$ cat src/rtl/l2_port_arbiter_if.sv
// l2_port_arbiter_if: L1 pmem sides plus L2 mem side of the shared L2 port
interface l2_port_arbiter_if;
  logic         i_read;
  logic [31:0]  i_addr;
  logic         i_resp;
  logic         d_read;
  logic         d_write;
  logic [31:0]  d_addr;
  logic [255:0] d_wdata;
  logic         d_resp;
  logic [255:0] l1_rdata;
  logic         l2_read;
  logic         l2_write;
  logic [31:0]  l2_addr;
  logic [255:0] l2_wdata;
  logic         l2_resp;
  logic [255:0] l2_rdata;
  modport slave (
    input  i_read, i_addr, d_read, d_write, d_addr, d_wdata, l2_resp, l2_rdata,
    output i_resp, d_resp, l1_rdata, l2_read, l2_write, l2_addr, l2_wdata
  );
  modport master (
    output i_read, i_addr, d_read, d_write, d_addr, d_wdata, l2_resp, l2_rdata,
    input  i_resp, d_resp, l1_rdata, l2_read, l2_write, l2_addr, l2_wdata
  );
endinterface

$ cat src/rtl/l2_port_arbiter.sv
// l2_port_arbiter: round-robin arbiter of the shared L2 port between I and D caches
module l2_port_arbiter #(
  parameter int CNT_WIDTH = 16,
  parameter bit D_FIRST   = 1'b1
) (
  input  logic                 clk,
  input  logic                 rst,
  l2_port_arbiter_if.slave     bus,
  output logic [CNT_WIDTH-1:0] i_grants,
  output logic [CNT_WIDTH-1:0] d_grants
);
  localparam logic [1:0] IDLE    = 2'd0;
  localparam logic [1:0] SERVE_I = 2'd1;
  localparam logic [1:0] SERVE_D = 2'd2;
  logic [1:0]  state;
  logic        last_d;
  logic        d_req;
  logic        pick_d;
  logic [31:0] grant_addr;
  always_comb begin
    d_req        = bus.d_read | bus.d_write;
    pick_d       = d_req && (!bus.i_read || !last_d);
    grant_addr   = pick_d ? bus.d_addr : bus.i_addr;
    bus.i_resp   = (state == SERVE_I) && bus.l2_resp;
    bus.d_resp   = (state == SERVE_D) && bus.l2_resp;
    bus.l1_rdata = bus.l2_rdata;
  end
  always_ff @(posedge clk) begin
    if (rst) begin
      state        <= IDLE;
      last_d       <= !D_FIRST;
      bus.l2_read  <= 1'b0;
      bus.l2_write <= 1'b0;
      bus.l2_addr  <= '0;
      bus.l2_wdata <= '0;
      i_grants     <= '0;
      d_grants     <= '0;
    end else if (state == IDLE) begin
      if (bus.i_read || d_req) begin
        state        <= pick_d ? SERVE_D : SERVE_I;
        bus.l2_addr  <= grant_addr & ~32'h1f;
        bus.l2_read  <= !(pick_d && bus.d_write);
        bus.l2_write <= pick_d && bus.d_write;
        if (pick_d && bus.d_write) bus.l2_wdata <= bus.d_wdata;
      end
    end else if (bus.l2_resp) begin
      state        <= IDLE;
      last_d       <= (state == SERVE_D);
      bus.l2_read  <= 1'b0;
      bus.l2_write <= 1'b0;
      if (state == SERVE_I && i_grants != '1) i_grants <= i_grants + 1'b1;
      if (state == SERVE_D && d_grants != '1) d_grants <= d_grants + 1'b1;
    end
  end
endmodule

$ cat src/flat_wrapper.sv
// flat-port wrapper written by rule: the top's interface ports become plain ports
module l2_port_arbiter_flat 
#(
  parameter int CNT_WIDTH = 16,
  parameter bit D_FIRST   = 1'b1
)
  (clk, rst, i_grants, d_grants, bus_i_read, bus_i_addr, bus_d_read, bus_d_write, bus_d_addr, bus_d_wdata, bus_l2_resp, bus_l2_rdata, bus_i_resp, bus_d_resp, bus_l1_rdata, bus_l2_read, bus_l2_write, bus_l2_addr, bus_l2_wdata);
  l2_port_arbiter_if bus_i ();
  input  logic clk;
  input  logic rst;
  output logic [CNT_WIDTH-1:0] i_grants;
  output logic [CNT_WIDTH-1:0] d_grants;
  input wire logic [$bits(bus_i.i_read)-1:0] bus_i_read;
  input wire logic [$bits(bus_i.i_addr)-1:0] bus_i_addr;
  input wire logic [$bits(bus_i.d_read)-1:0] bus_d_read;
  input wire logic [$bits(bus_i.d_write)-1:0] bus_d_write;
  input wire logic [$bits(bus_i.d_addr)-1:0] bus_d_addr;
  input wire logic [$bits(bus_i.d_wdata)-1:0] bus_d_wdata;
  input wire logic [$bits(bus_i.l2_resp)-1:0] bus_l2_resp;
  input wire logic [$bits(bus_i.l2_rdata)-1:0] bus_l2_rdata;
  output wire logic [$bits(bus_i.i_resp)-1:0] bus_i_resp;
  output wire logic [$bits(bus_i.d_resp)-1:0] bus_d_resp;
  output wire logic [$bits(bus_i.l1_rdata)-1:0] bus_l1_rdata;
  output wire logic [$bits(bus_i.l2_read)-1:0] bus_l2_read;
  output wire logic [$bits(bus_i.l2_write)-1:0] bus_l2_write;
  output wire logic [$bits(bus_i.l2_addr)-1:0] bus_l2_addr;
  output wire logic [$bits(bus_i.l2_wdata)-1:0] bus_l2_wdata;
  assign bus_i.i_read = bus_i_read;
  assign bus_i.i_addr = bus_i_addr;
  assign bus_i.d_read = bus_d_read;
  assign bus_i.d_write = bus_d_write;
  assign bus_i.d_addr = bus_d_addr;
  assign bus_i.d_wdata = bus_d_wdata;
  assign bus_i.l2_resp = bus_l2_resp;
  assign bus_i.l2_rdata = bus_l2_rdata;
  assign bus_i_resp = bus_i.i_resp;
  assign bus_d_resp = bus_i.d_resp;
  assign bus_l1_rdata = bus_i.l1_rdata;
  assign bus_l2_read = bus_i.l2_read;
  assign bus_l2_write = bus_i.l2_write;
  assign bus_l2_addr = bus_i.l2_addr;
  assign bus_l2_wdata = bus_i.l2_wdata;
  l2_port_arbiter #(.CNT_WIDTH(CNT_WIDTH), .D_FIRST(D_FIRST)) u_core (.clk(clk), .rst(rst), .bus(bus_i), .i_grants(i_grants), .d_grants(d_grants));
endmodule
$ cat config.mk
export PLATFORM = sky130hd
export DESIGN_NAME = l2_port_arbiter_flat
export DESIGN_NICKNAME = d
export VERILOG_FILES = /design/src/rtl/l2_port_arbiter_if.sv /design/src/rtl/l2_port_arbiter.sv /design/src/flat_wrapper.sv
export SDC_FILE = /design/constraint.sdc
export NUM_CORES = 1
export LEC_CHECK = 0
export ABC_AREA = 1
export CAP_MARGIN = 20
export CORE_AREA = 8 8 446 448
export CTS_CLUSTER_DIAMETER = 200
export CTS_CLUSTER_SIZE = 14
export DETAILED_ROUTE_END_ITERATION = 12
export DIE_AREA = 0 0 454 456
export DONT_BUFFER_PORTS = 1
export SETUP_SLACK_MARGIN = 0.4
export SLEW_MARGIN = 15
export SYNTH_ARGS = -nofsm -noshare
export SYNTH_HDL_FRONTEND = slang
export SYNTH_SLANG_ARGS = --single-unit
$ cat constraint.sdc
create_clock -name clk -period 2.48 [get_ports clk]
set_clock_uncertainty 0.1 [all_clocks]
set_input_delay 0.744 -clock clk [delete_from_list [all_inputs] [get_ports clk]]
set_output_delay 0.744 -clock clk [all_outputs]
set_load 0.02 [all_outputs]
==> results of run 1 <==
metal layers:
| metal | up-vias | track usage |
|---|---|---|
| li1 | 5073 | - |
| met1 | 5382 | 0.0858 |
| met2 | 1082 | 0.196 |
| met3 | 404 | 0.123 |
| met4 | 6 | 0.0349 |
| met5 | - | 0.00793 |
flip-flops by register name, indices dropped and copies added, names as in the netlist:
signal,flops
u_core.bus.l2_read,1
u_core.bus.l2_write,1
u_core.bus.l2_addr,27
u_core.state,2
u_core.last_d,1
u_core.bus.l2_wdata,256
u_core.d_grants,16
u_core.i_grants,16
placed cells by master (no fill, tap or decap), types with 2 or more instances in the layout:
master and count:
sky130_fd_sc_hd__dfxtp_4 86, sky130_fd_sc_hd__clkbuf_8 2, sky130_fd_sc_hd__nor2_4 5, sky130_fd_sc_hd__o21ai_0 225, sky130_fd_sc_hd__buf_6 6, sky130_fd_sc_hd__nor2_1 563
sky130_fd_sc_hd__inv_8 3, sky130_fd_sc_hd__diode_2 21, sky130_fd_sc_hd__buf_12 30, sky130_fd_sc_hd__ha_1 2, sky130_fd_sc_hd__nor3_1 3, sky130_fd_sc_hd__nand4_1 5
sky130_fd_sc_hd__nand3_1 19, sky130_fd_sc_hd__nand2_4 2, sky130_fd_sc_hd__inv_1 26, sky130_fd_sc_hd__nand2_2 3, sky130_fd_sc_hd__buf_16 2, sky130_fd_sc_hd__conb_1 5
sky130_fd_sc_hd__dfxtp_2 166, sky130_fd_sc_hd__clkbuf_16 30, sky130_fd_sc_hd__inv_2 3, sky130_fd_sc_hd__dfxtp_1 68, sky130_fd_sc_hd__o21ai_1 64, sky130_fd_sc_hd__xor2_1 6
sky130_fd_sc_hd__nand2_1 128, sky130_fd_sc_hd__buf_4 24, sky130_fd_sc_hd__a21oi_1 84, sky130_fd_sc_hd__xnor2_1 3
logic make-up (layout without fill, tap and decap cells):
family,Yosys count,after routing,synth area share
other cells,1,26,0.000271
flops,320,320,0.464
compound gates,374,374,0.136
buf+inv,397,133,0.187
xor+xnor,9,9,0.00571
simple gates,731,731,0.206
fa+ha+maj,2,2,0.00181
cells in the mapped netlist:
master,count
sky130_fd_sc_hd__clkinv_1,1
sky130_fd_sc_hd__nor2_4,4
sky130_fd_sc_hd__buf_2,40
sky130_fd_sc_hd__nand2_1,129
sky130_fd_sc_hd__inv_2,4
sky130_fd_sc_hd__nand3_4,1
sky130_fd_sc_hd__clkbuf_2,4
sky130_fd_sc_hd__nand2_2,4
sky130_fd_sc_hd__buf_1,3
sky130_fd_sc_hd__nor2_2,1
sky130_fd_sc_hd__xnor2_1,3
sky130_fd_sc_hd__conb_1,1
sky130_fd_sc_hd__o21ai_2,1
sky130_fd_sc_hd__clkbuf_1,44
sky130_fd_sc_hd__nor3_1,3
sky130_fd_sc_hd__nor2_1,564
sky130_fd_sc_hd__inv_1,26
sky130_fd_sc_hd__o21ai_1,61
sky130_fd_sc_hd__nand3_1,19
sky130_fd_sc_hd__o21ai_0,228
sky130_fd_sc_hd__nand4_1,5
sky130_fd_sc_hd__xor2_1,6
sky130_fd_sc_hd__nand3b_1,1
sky130_fd_sc_hd__buf_6,1
sky130_fd_sc_hd__buf_4,274
sky130_fd_sc_hd__ha_1,2
sky130_fd_sc_hd__dfxtp_1,320
sky130_fd_sc_hd__a21oi_1,84
metrics by stage:
step / total power (uW) / area, sq um / setup WS [ns] / hold slack (ns) / std cells
after floorplan: 8750 / 13800 / 0.589 / 0.337 / 1838
after global placement: 9800 / 15100 / 0.128 / 0.366 / 4053
after detailed placement: 9860 / 15100 / 0.127 / 0.372 / 4053
after CTS: 14900 / 16800 / 0.155 / 0.00837 / 4097
after global routing: 15400 / 16900 / 0.176 / 0.0303 / 4102
final: 14500 / 16900 / 0.274 / 0.103 / 4121
final timing paths:
path | from | depth (start not counted) | slack (ns) | end
setup / recovery | u_core.state[0]$_SDFFE_PP0P_ | 3 | 0.27 | bus_i_resp
hold / removal | rst | 1 | 0.10 | u_core.state[1]$_SDFFE_PP0P_
setup reg to reg | u_core.state[1]$_SDFFE_PP0P_ | 6 | 0.43 | u_core.bus.l2_wdata[159]$_SDFFE_PP0P_
hold reg to reg | u_core.last_d$_SDFFE_PP0P_ | 2 | 0.40 | u_core.last_d$_SDFFE_PP0P_
where the power goes:
| part | total (uW) | leakage, uW | internal (uW) | switching, uW |
|---|---|---|---|---|
| logic | 2150 | 0.00239 | 744 | 1410 |
| registers | 7770 | 0.00276 | 5860 | 1920 |
| clock network | 4560 | 0.000395 | 2160 | 2400 |
| total | 14500 | 0.00555 | 8760 | 5730 |
cell type report:
type / count / area, sq um
Inverter: 31 / 131
Sequential cell: 320 / 6940
Antenna cell: 21 / 52.6
Fill cell: 22200 / 175000
Multi-Input combinational cell: 1121 / 4870
Timing Repair Buffer: 65 / 953
Tap cell: 2526 / 3160
Clock inverter: 5 / 52.6
Clock buffer: 32 / 757
worst reg2reg max path: stages, from the launching register on:
cell,delay [ns]
sky130_fd_sc_hd__dfxtp_4,0.38
sky130_fd_sc_hd__buf_4,0.15
sky130_fd_sc_hd__nor2_4,0.20
sky130_fd_sc_hd__nand3_4,0.23
sky130_fd_sc_hd__buf_12,0.24
sky130_fd_sc_hd__o21ai_0,0.56
sky130_fd_sc_hd__nor2_1,0.08
what timing repair did:
item / in CTS / in global routing
pin swaps: 2 / 2
endpoints found under the setup margin: 256 / 68
gates cloned: 0 / 1
gates resized for setup: 402 / 17
hold buffers: 1 / 0
setup buffers: 6 / 2
endpoints found under the hold margin: 14 / 0
==> run metrics, run 1 <==
number of buffers added by the clock tree synthesis step 29; Detail Route Antenna Nets 0; fraction of the yosys area taken by sequential cells 0.464; via total after detailed routing 11.9k; post-synthesis cell type with the largest combined area sky130_fd_sc_hd__dfxtp_1; top sig layer met5; clk buf depth 3; depth of the CTS H-tree 1; initial core utilization 0.0721; total global-route track usage 0.115; share of the core filled with cells in the final layout 0.0883; kind of end point of the critical path output port; met3 WL post-DR 30000 um; die outline area 207000 sq um; vias in the first global route 10.9k; number of nets in the layout 2152; routed metal-1 wire length 32400 um; P per Cell Area 857 nW/um^2; Max stage delay cell, worst path sky130_fd_sc_hd__dfxtp_4; antenna violations before repair 124; setup TNS after final layout 0 ns; post-synthesis register bit count 320; buffers plus inverters on the worst setup path 1; top fanout value on the critical path 4; source-to-sink clock delay at the later pin of the worst-skew pair 0.65 ns; RSZ-0062 raised after global routing yes; number of warnings issued by yosys 0; min-delay worst type in2reg; Peak supply drop 0.000531 V; outcome finished, final reports clean; worst endpoint required time 1.64 ns; layout overhead on the synthesized area 22.4%; clock sink total 320; dominant delay contributor by cell family on the critical path flip-flops; number of endpoints with negative hold slack in the final report 0; worst slew pin tran 0.903 ns; data arrival time of the critical path 1.36 ns; Tcrit/Tclk final 0.890; sequence of cells on the critical path nand2_4, nor2_4, buf_8; die height 456 um; main area contributors after synthesis sky130_fd_sc_hd__dfxtp_1 46%, sky130_fd_sc_hd__nor2_1 15%, sky130_fd_sc_hd__buf_4 15%; clock tree from TritonCTS yes; Max-slew headroom 0.396; maximum clock rate 0.453 GHz; DRC viols 0; die boundary width 454 um; Std-Cell Core Area 192000 sq um; Avg Synthesized Cell Area 7.53 sq um; Mapped Cells 1834; global-route wire length before repair 150000 um; share of cells above drive strength 1 0.235; LEAKAGE 0.00555 uW; clock edge transition at the registers on the reported setup and hold paths 0.07 ns; DR vias/cell 2.90; root buffer cell sky130_fd_sc_hd__clkbuf_16; DRT iter0 DRCs 1254; Final setup viols 0; minimum period implied by the final worst setup slack 2.21 ns; count of pins on the block boundary 1162; count of TritonRoute iterations in the first routing pass 5; category of the critical setup timing path reg2out; Netlist Area Pre-Place 13800 sq um; Overflow after GRT 0; pin count of the biggest net entering global routing 91; Final HPWL DP 112000 um; max-slew violations 0; routed len/inst 30.9 um; Netlist cell types 28; count of buffers inserted at the top-level ports 0; Yosys top cell area share 0.464; met2 layer wire length in the routed design 59100 um; sort of element at the start of the critical path register; longest individual stage delay on the worst path 0.40 ns; sum of routed wire length over all layers 127000 um; number of violations of the max-capacitance limit 0; global placement routability congestion 0.879; Row Count 161
Note: power is estimated with default switching activity, not from simulation.
==> inputs of run 2 (changes only) <==
- SETUP_SLACK_MARGIN: 0.4 -> 0.1
==> run 2 against run 1 <==
  * Worst setup slack worse by 0.063 ns
  * Die area unchanged
  * Register-to-register slack worse by 0.06 ns
  * Non-clock buffer count down 8
  * Highest routed layer unchanged
  * Critical path depth did not move
  * Cell count is essentially flat
  * First-iteration DRC count is 7.9% lower
  * Final area fell by 5.3%
  * Via count fell by 1.8%
==> run metrics, run 2 (synthesized netlist as in run 1, its figures left out) <==
via total after detailed routing 11.7k; Row Count 161; sequence of cells on the critical path nand2_2, nor2_2, buf_6; count of buffers inserted at the top-level ports 0; longest individual stage delay on the worst path 0.40 ns; DR vias/cell 2.85; top fanout value on the critical path 5; layout overhead on the synthesized area 15.9%; pin count of the biggest net entering global routing 91; CP Launch Point u_core.state[1]$_SDFFE_PP0P_; Worst Reg-to-Reg Cells 7; Final HPWL DP 112000 um; number of endpoints with negative hold slack in the final report 0; top library cells by usage in the layout, fill and taps aside 564 x sky130_fd_sc_hd__nor2_1, 309 x sky130_fd_sc_hd__dfxtp_1, 228 x sky130_fd_sc_hd__o21ai_0; LEAKAGE 0.00529 uW; total global-route track usage 0.115; number of violations of the max-capacitance limit 0; die outline area 207000 sq um; min-delay worst type in2reg; worst endpoint required time 1.64 ns; clock edge transition at the registers on the reported setup and hold paths 0.07 ns; Final setup viols 0; setup TNS after final layout 0 ns; registers with the highest flip-flop counts u_core.bus.l2_wdata: 256 flops, u_core.bus.l2_addr: 27 flops; sort of element at the start of the critical path register; minimum period implied by the final worst setup slack 2.27 ns; max-slew violations 0; category of the critical setup timing path reg2out; die height 456 um; endpoint of the most critical setup path bus_d_resp; clk buf depth 3; Max-slew headroom 0.541; Peak supply drop 0.000529 V; count of pins on the block boundary 1162; overall power consumption 14200 uW; Top reg by flops u_core.bus.l2_wdata; number of nets in the layout 2144; post-CTS setup buffer count 0; worst slew pin tran 0.687 ns; r2r startpoint u_core.i_grants[0]$_SDFFE_PP0P_; DRT iter0 DRCs 1155; source-to-sink clock delay at the later pin of the worst-skew pair 0.65 ns; Max stage delay cell, worst path sky130_fd_sc_hd__dfxtp_4; depth of the CTS H-tree 1; maximum clock rate 0.441 GHz; data arrival time of the critical path 1.43 ns; clock sink total 320; Detail Route Antenna Nets 0; number of buffers added by the clock tree synthesis step 29; DRC viols 0; RSZ-0062 raised after global routing yes; most common cell after layout, fill and taps aside sky130_fd_sc_hd__nor2_1; kind of end point of the critical path output port; initial core utilization 0.0721; vias in the first global route 10.8k; fillcell total 22.3k; clock tree from TritonCTS yes; antenna violations before repair 121; global-route wire length before repair 149000 um; flip-flop count of the largest register after layout 256; total placed cells including tap cells 4053; global placement routability congestion 0.879; Overflow after GRT 0; routed len/inst 30.8 um; worst slack on hold paths 0.0930 ns; Final Non-Filler Cells 4119; count of TritonRoute iterations in the first routing pass 6; endpoint of the lowest-slack register-to-register path u_core.i_grants[3]$_SDFFE_PP0P_; sum of routed wire length over all layers 127000 um; root buffer cell sky130_fd_sc_hd__clkbuf_16; Std-Cell Core Area 192000 sq um; share of cells above drive strength 1 0.0754; Tcrit/Tclk final 0.915; flop-to-flop setup slack 0.37 ns; outcome finished, final reports clean; die boundary width 454 um; P per Cell Area 886 nW/um^2
run 2: cell types whose count changed in the layout (fill, tap and decap cells not counted), moves of 2 or more:
cell / before / now
sky130_fd_sc_hd__dfxtp_1: 68 / 309
sky130_fd_sc_hd__dfxtp_2: 166 / 10
sky130_fd_sc_hd__dfxtp_4: 86 / 1
sky130_fd_sc_hd__buf_12: 30 / 11
sky130_fd_sc_hd__buf_4: 24 / 43
sky130_fd_sc_hd__diode_2: 21 / 27
sky130_fd_sc_hd__buf_6: 6 / 1
sky130_fd_sc_hd__o21ai_0: 225 / 228
sky130_fd_sc_hd__o21ai_1: 64 / 61
sky130_fd_sc_hd__buf_16: 2 / 0
sky130_fd_sc_hd__nand2_4: 2 / 0
run 2: through the flow:
stage	cell area, sq um	setup WS, ns	util
CTS	15900	0.0416	0.0832
floorplan	13800	0.589	-
global route	16000	0.0872	0.0833
global placement	15100	0.128	0.0788
detailed placement	15100	0.127	0.0788
finish	16000	0.211	0.0836
run 2: layout make-up:
cell class	count	area (sq um)	share of cell area
multi-input combinational	1121	4850	0.303
clock buffer	32	757	0.0473
sequential	320	6420	0.401
timing repair buffer	57	574	0.0359
inverter	31	131	0.00820
antenna	27	67.6	0.00422
clock inverter	5	52.6	0.00328
tap	2526	3160	0.197
run 2: worst min-delay path by stage:
stage | start | endpoint | slack [ns] | cells after the start
floorplan | u_core.last_d$_SDFFE_PP0P_ | u_core.last_d$_SDFFE_PP0P_ | 0.34 | 2
global placement | u_core.last_d$_SDFFE_PP0P_ | u_core.last_d$_SDFFE_PP0P_ | 0.37 | 2
detailed placement | u_core.last_d$_SDFFE_PP0P_ | u_core.last_d$_SDFFE_PP0P_ | 0.37 | 2
CTS | rst | u_core.state[1]$_SDFFE_PP0P_ | 0.01 | 1
global route | rst | u_core.state[1]$_SDFFE_PP0P_ | 0.03 | 1
finish | rst | u_core.state[1]$_SDFFE_PP0P_ | 0.09 | 1
run 2: where the power goes:
group	switching, uW	leakage [uW]	internal, uW	total, uW
Clock	2400	0.000395	2160	4570
Combinational	1380	0.00225	612	1990
Sequential	1880	0.00265	5750	7630
Total	5670	0.00529	8520	14200
run 2: layer usage:
metal | up-vias | GRT usage | routed length (um)
met3 | 392 | 0.122 | 30200
met1 | 5250 | 0.0861 | 32200
met2 | 1021 | 0.195 | 58900
li1 | 5058 | - | -
met5 | - | 0.00933 | 289
met4 | 6 | 0.0346 | 5150
run 2: worst max-delay path: cells and delay by family, from the launching register on:
kind / cells / cell delay [ns]
buffers and inverters: 1 / 0.16
DFF: 1 / 0.40
and+or+nand+nor: 2 / 0.22
run 2: what timing repair did:
| action | in CTS | in global routing |
|---|---|---|
| hold buffers | 2 | 0 |
| setup endpoints to repair | 10 | 2 |
| gates resized for setup | 10 | 3 |
| endpoints found under the hold margin | 11 | 0 |
==> inputs of run 3 (changes only) <==
- CORE_AREA: 8 8 446 448 -> 8 8 448 450
- DIE_AREA: 0 0 454 456 -> 0 0 456 458
==> run 3 against run 2 <==
  * Worst setup slack got worse by 0.025 ns
  * First-iteration DRC count fell by 3.6%
  * Clock power fell by 7.4%
  * Die area rose by 0.88%
  * Via count fell by 0.23%
  * Utilization fell by 0.15 points
  * Cell count did not move
  * Final area fell by 0.82%
  * Sequential cell count did not move
  * Combinational power fell by 4%
  * Critical path type unchanged
  * Critical endpoint is now bus_l2_wdata[229]
==> run metrics, run 3 (synthesized netlist as in run 1, its figures left out) <==
minimum period implied by the final worst setup slack 2.29 ns; count of buffers inserted at the top-level ports 0; share of cells above drive strength 1 0.0673; top library cells by usage in the layout, fill and taps aside 564 x sky130_fd_sc_hd__nor2_1, 318 x sky130_fd_sc_hd__dfxtp_1, 228 x sky130_fd_sc_hd__o21ai_0; vias in the first global route 10.6k; registers with the highest flip-flop counts u_core.bus.l2_wdata: 256 flops, u_core.bus.l2_addr: 27 flops; setup TNS after final layout 0 ns; LEAKAGE 0.00523 uW; Top reg by flops u_core.bus.l2_wdata; most common cell after layout, fill and taps aside sky130_fd_sc_hd__nor2_1; total non-filler cell area in the finished layout 15900 sq um; via total after detailed routing 11.7k; Final setup viols 0; total placed cells including tap cells 4069; number of nets in the layout 2141; Peak supply drop 0.000404 V; number of buffers added by the clock tree synthesis step 27; antenna violations before repair 130; Detail Route Antenna Nets 0; clock tree from TritonCTS yes; worst endpoint required time 1.64 ns; flip-flop count of the largest register after layout 256; flop-to-flop setup slack 0.45 ns; maximum clock rate 0.436 GHz; sum of routed wire length over all layers 127000 um; routed len/inst 30.9 um; Worst Reg-to-Reg Cells 9; die outline area 209000 sq um; die height 458 um; top fanout value on the critical path 2; DRT iter0 DRCs 1113; global-route wire length before repair 150000 um; clock edge transition at the registers on the reported setup and hold paths 0.09 ns; worst slack at placement 0.257 ns; count of TritonRoute iterations in the first routing pass 7; outcome finished, final reports clean; number of violations of the max-capacitance limit 0; Hold EP u_core.state[1]$_SDFFE_PP0P_; endpoint of the lowest-slack register-to-register path u_core.d_grants[7]$_SDFFE_PP0P_; Final Non-Filler Cells 4119; worst slew pin tran 0.739 ns; number of endpoints with negative hold slack in the final report 0; clk buf depth 3; source-to-sink clock delay at the later pin of the worst-skew pair 0.64 ns; die boundary width 456 um; post-CTS setup buffer count 0; Area after DPL 15100 sq um; DRC viols 0; Storage cell area 6410 sq um; pin count of the biggest net entering global routing 115; category of the critical setup timing path reg2out; RSZ-0062 raised after global routing no; Row Count 162; kind of end point of the critical path output port; clock sink total 320; sort of element at the start of the critical path register; count of pins on the block boundary 1162; data arrival time of the critical path 1.45 ns; P per Cell Area 872 nW/um^2; depth of the CTS H-tree 1; final worst slack 0.186 ns; Overflow after GRT 0; Std-Cell Core Area 194000 sq um; fillcell total 22.6k; Max-slew headroom 0.507; HP Start rst; DR vias/cell 2.84; root buffer cell sky130_fd_sc_hd__clkbuf_16; area of the multi-input gates 4850 sq um; layout overhead on the synthesized area 15.0%; Final HPWL DP 113000 um; global placement routability congestion 0.909; total global-route track usage 0.114; share of the core filled with cells in the final layout 0.0821; Tcrit/Tclk final 0.925; count of cells along the worst hold path 1; initial core utilization 0.0714; max-slew violations 0; r2r startpoint u_core.d_grants[1]$_SDFFE_PP0P_; min-delay worst type in2reg
run 3: cell types whose count changed in the layout (fill, tap and decap cells not counted), moves of 2 or more:
cell                        before  now
sky130_fd_sc_hd__diode_2        27   17
sky130_fd_sc_hd__dfxtp_1       309  318
sky130_fd_sc_hd__dfxtp_2        10    1
sky130_fd_sc_hd__buf_4          43   45
sky130_fd_sc_hd__clkbuf_16      29   27
run 3: worst max path at each step:
| stage | from | end | slack, ns | cells past startpoint |
|---|---|---|---|---|
| global placement | bus_i_read | u_core.bus.l2_wdata[113]$_SDFFE_PP0P_ | 0.30 | 6 |
| CTS | u_core.bus.l2_wdata[227]$_SDFFE_PP0P_ | bus_l2_wdata[227] | 0.12 | 0 |
| detailed placement | bus_d_write | u_core.bus.l2_addr[7]$_SDFFE_PP0P_ | 0.26 | 7 |
| floorplan | bus_l2_resp | bus_d_resp | 0.59 | 2 |
| global route | u_core.state[1]$_SDFFE_PP0P_ | bus_d_resp | 0.11 | 3 |
| finish | u_core.bus.l2_wdata[229]$_SDFFE_PP0P_ | bus_l2_wdata[229] | 0.19 | 0 |
run 3: timing repair:
item	in CTS	in global routing
resized for setup	2	1
hold buffers	1	0
gates cloned	0	0
setup endpoints to repair	2	1
endpoints found under the hold margin	13	0
run 3: metal layers:
metal / track usage / share of wire / up-vias
met5: 0.00643 / 0.0022 / -
met4: 0.0351 / 0.038 / 12
met2: 0.179 / 0.44 / 1034
met3: 0.117 / 0.22 / 397
met1: 0.0991 / 0.30 / 5220
li1: - / - / 5037
run 3: report_power, final:
part,internal [uW],switching [uW],leakage [uW]
registers,5740,1970,0.00265
logic,599,1320,0.00224
clock network,1970,2250,0.000350
total,8310,5540,0.00523
run 3: area by class of cell:
type | count | share of cell area
antenna | 17 | 0.00268
clock buffer | 29 | 0.0436
clock inverter | 3 | 0.00158
inverter | 31 | 0.00827
multi-input combinational | 1121 | 0.305
sequential | 320 | 0.404
tap | 2542 | 0.200
timing repair buffer | 56 | 0.0345
run 3: through the flow:
stage,hold WS (ns),total power (uW)
after floorplan,0.337,8750
after global placement,0.377,9840
after detailed placement,0.363,9890
after CTS,0.0403,14300
after global routing,0.0451,14700
final,0.102,13800
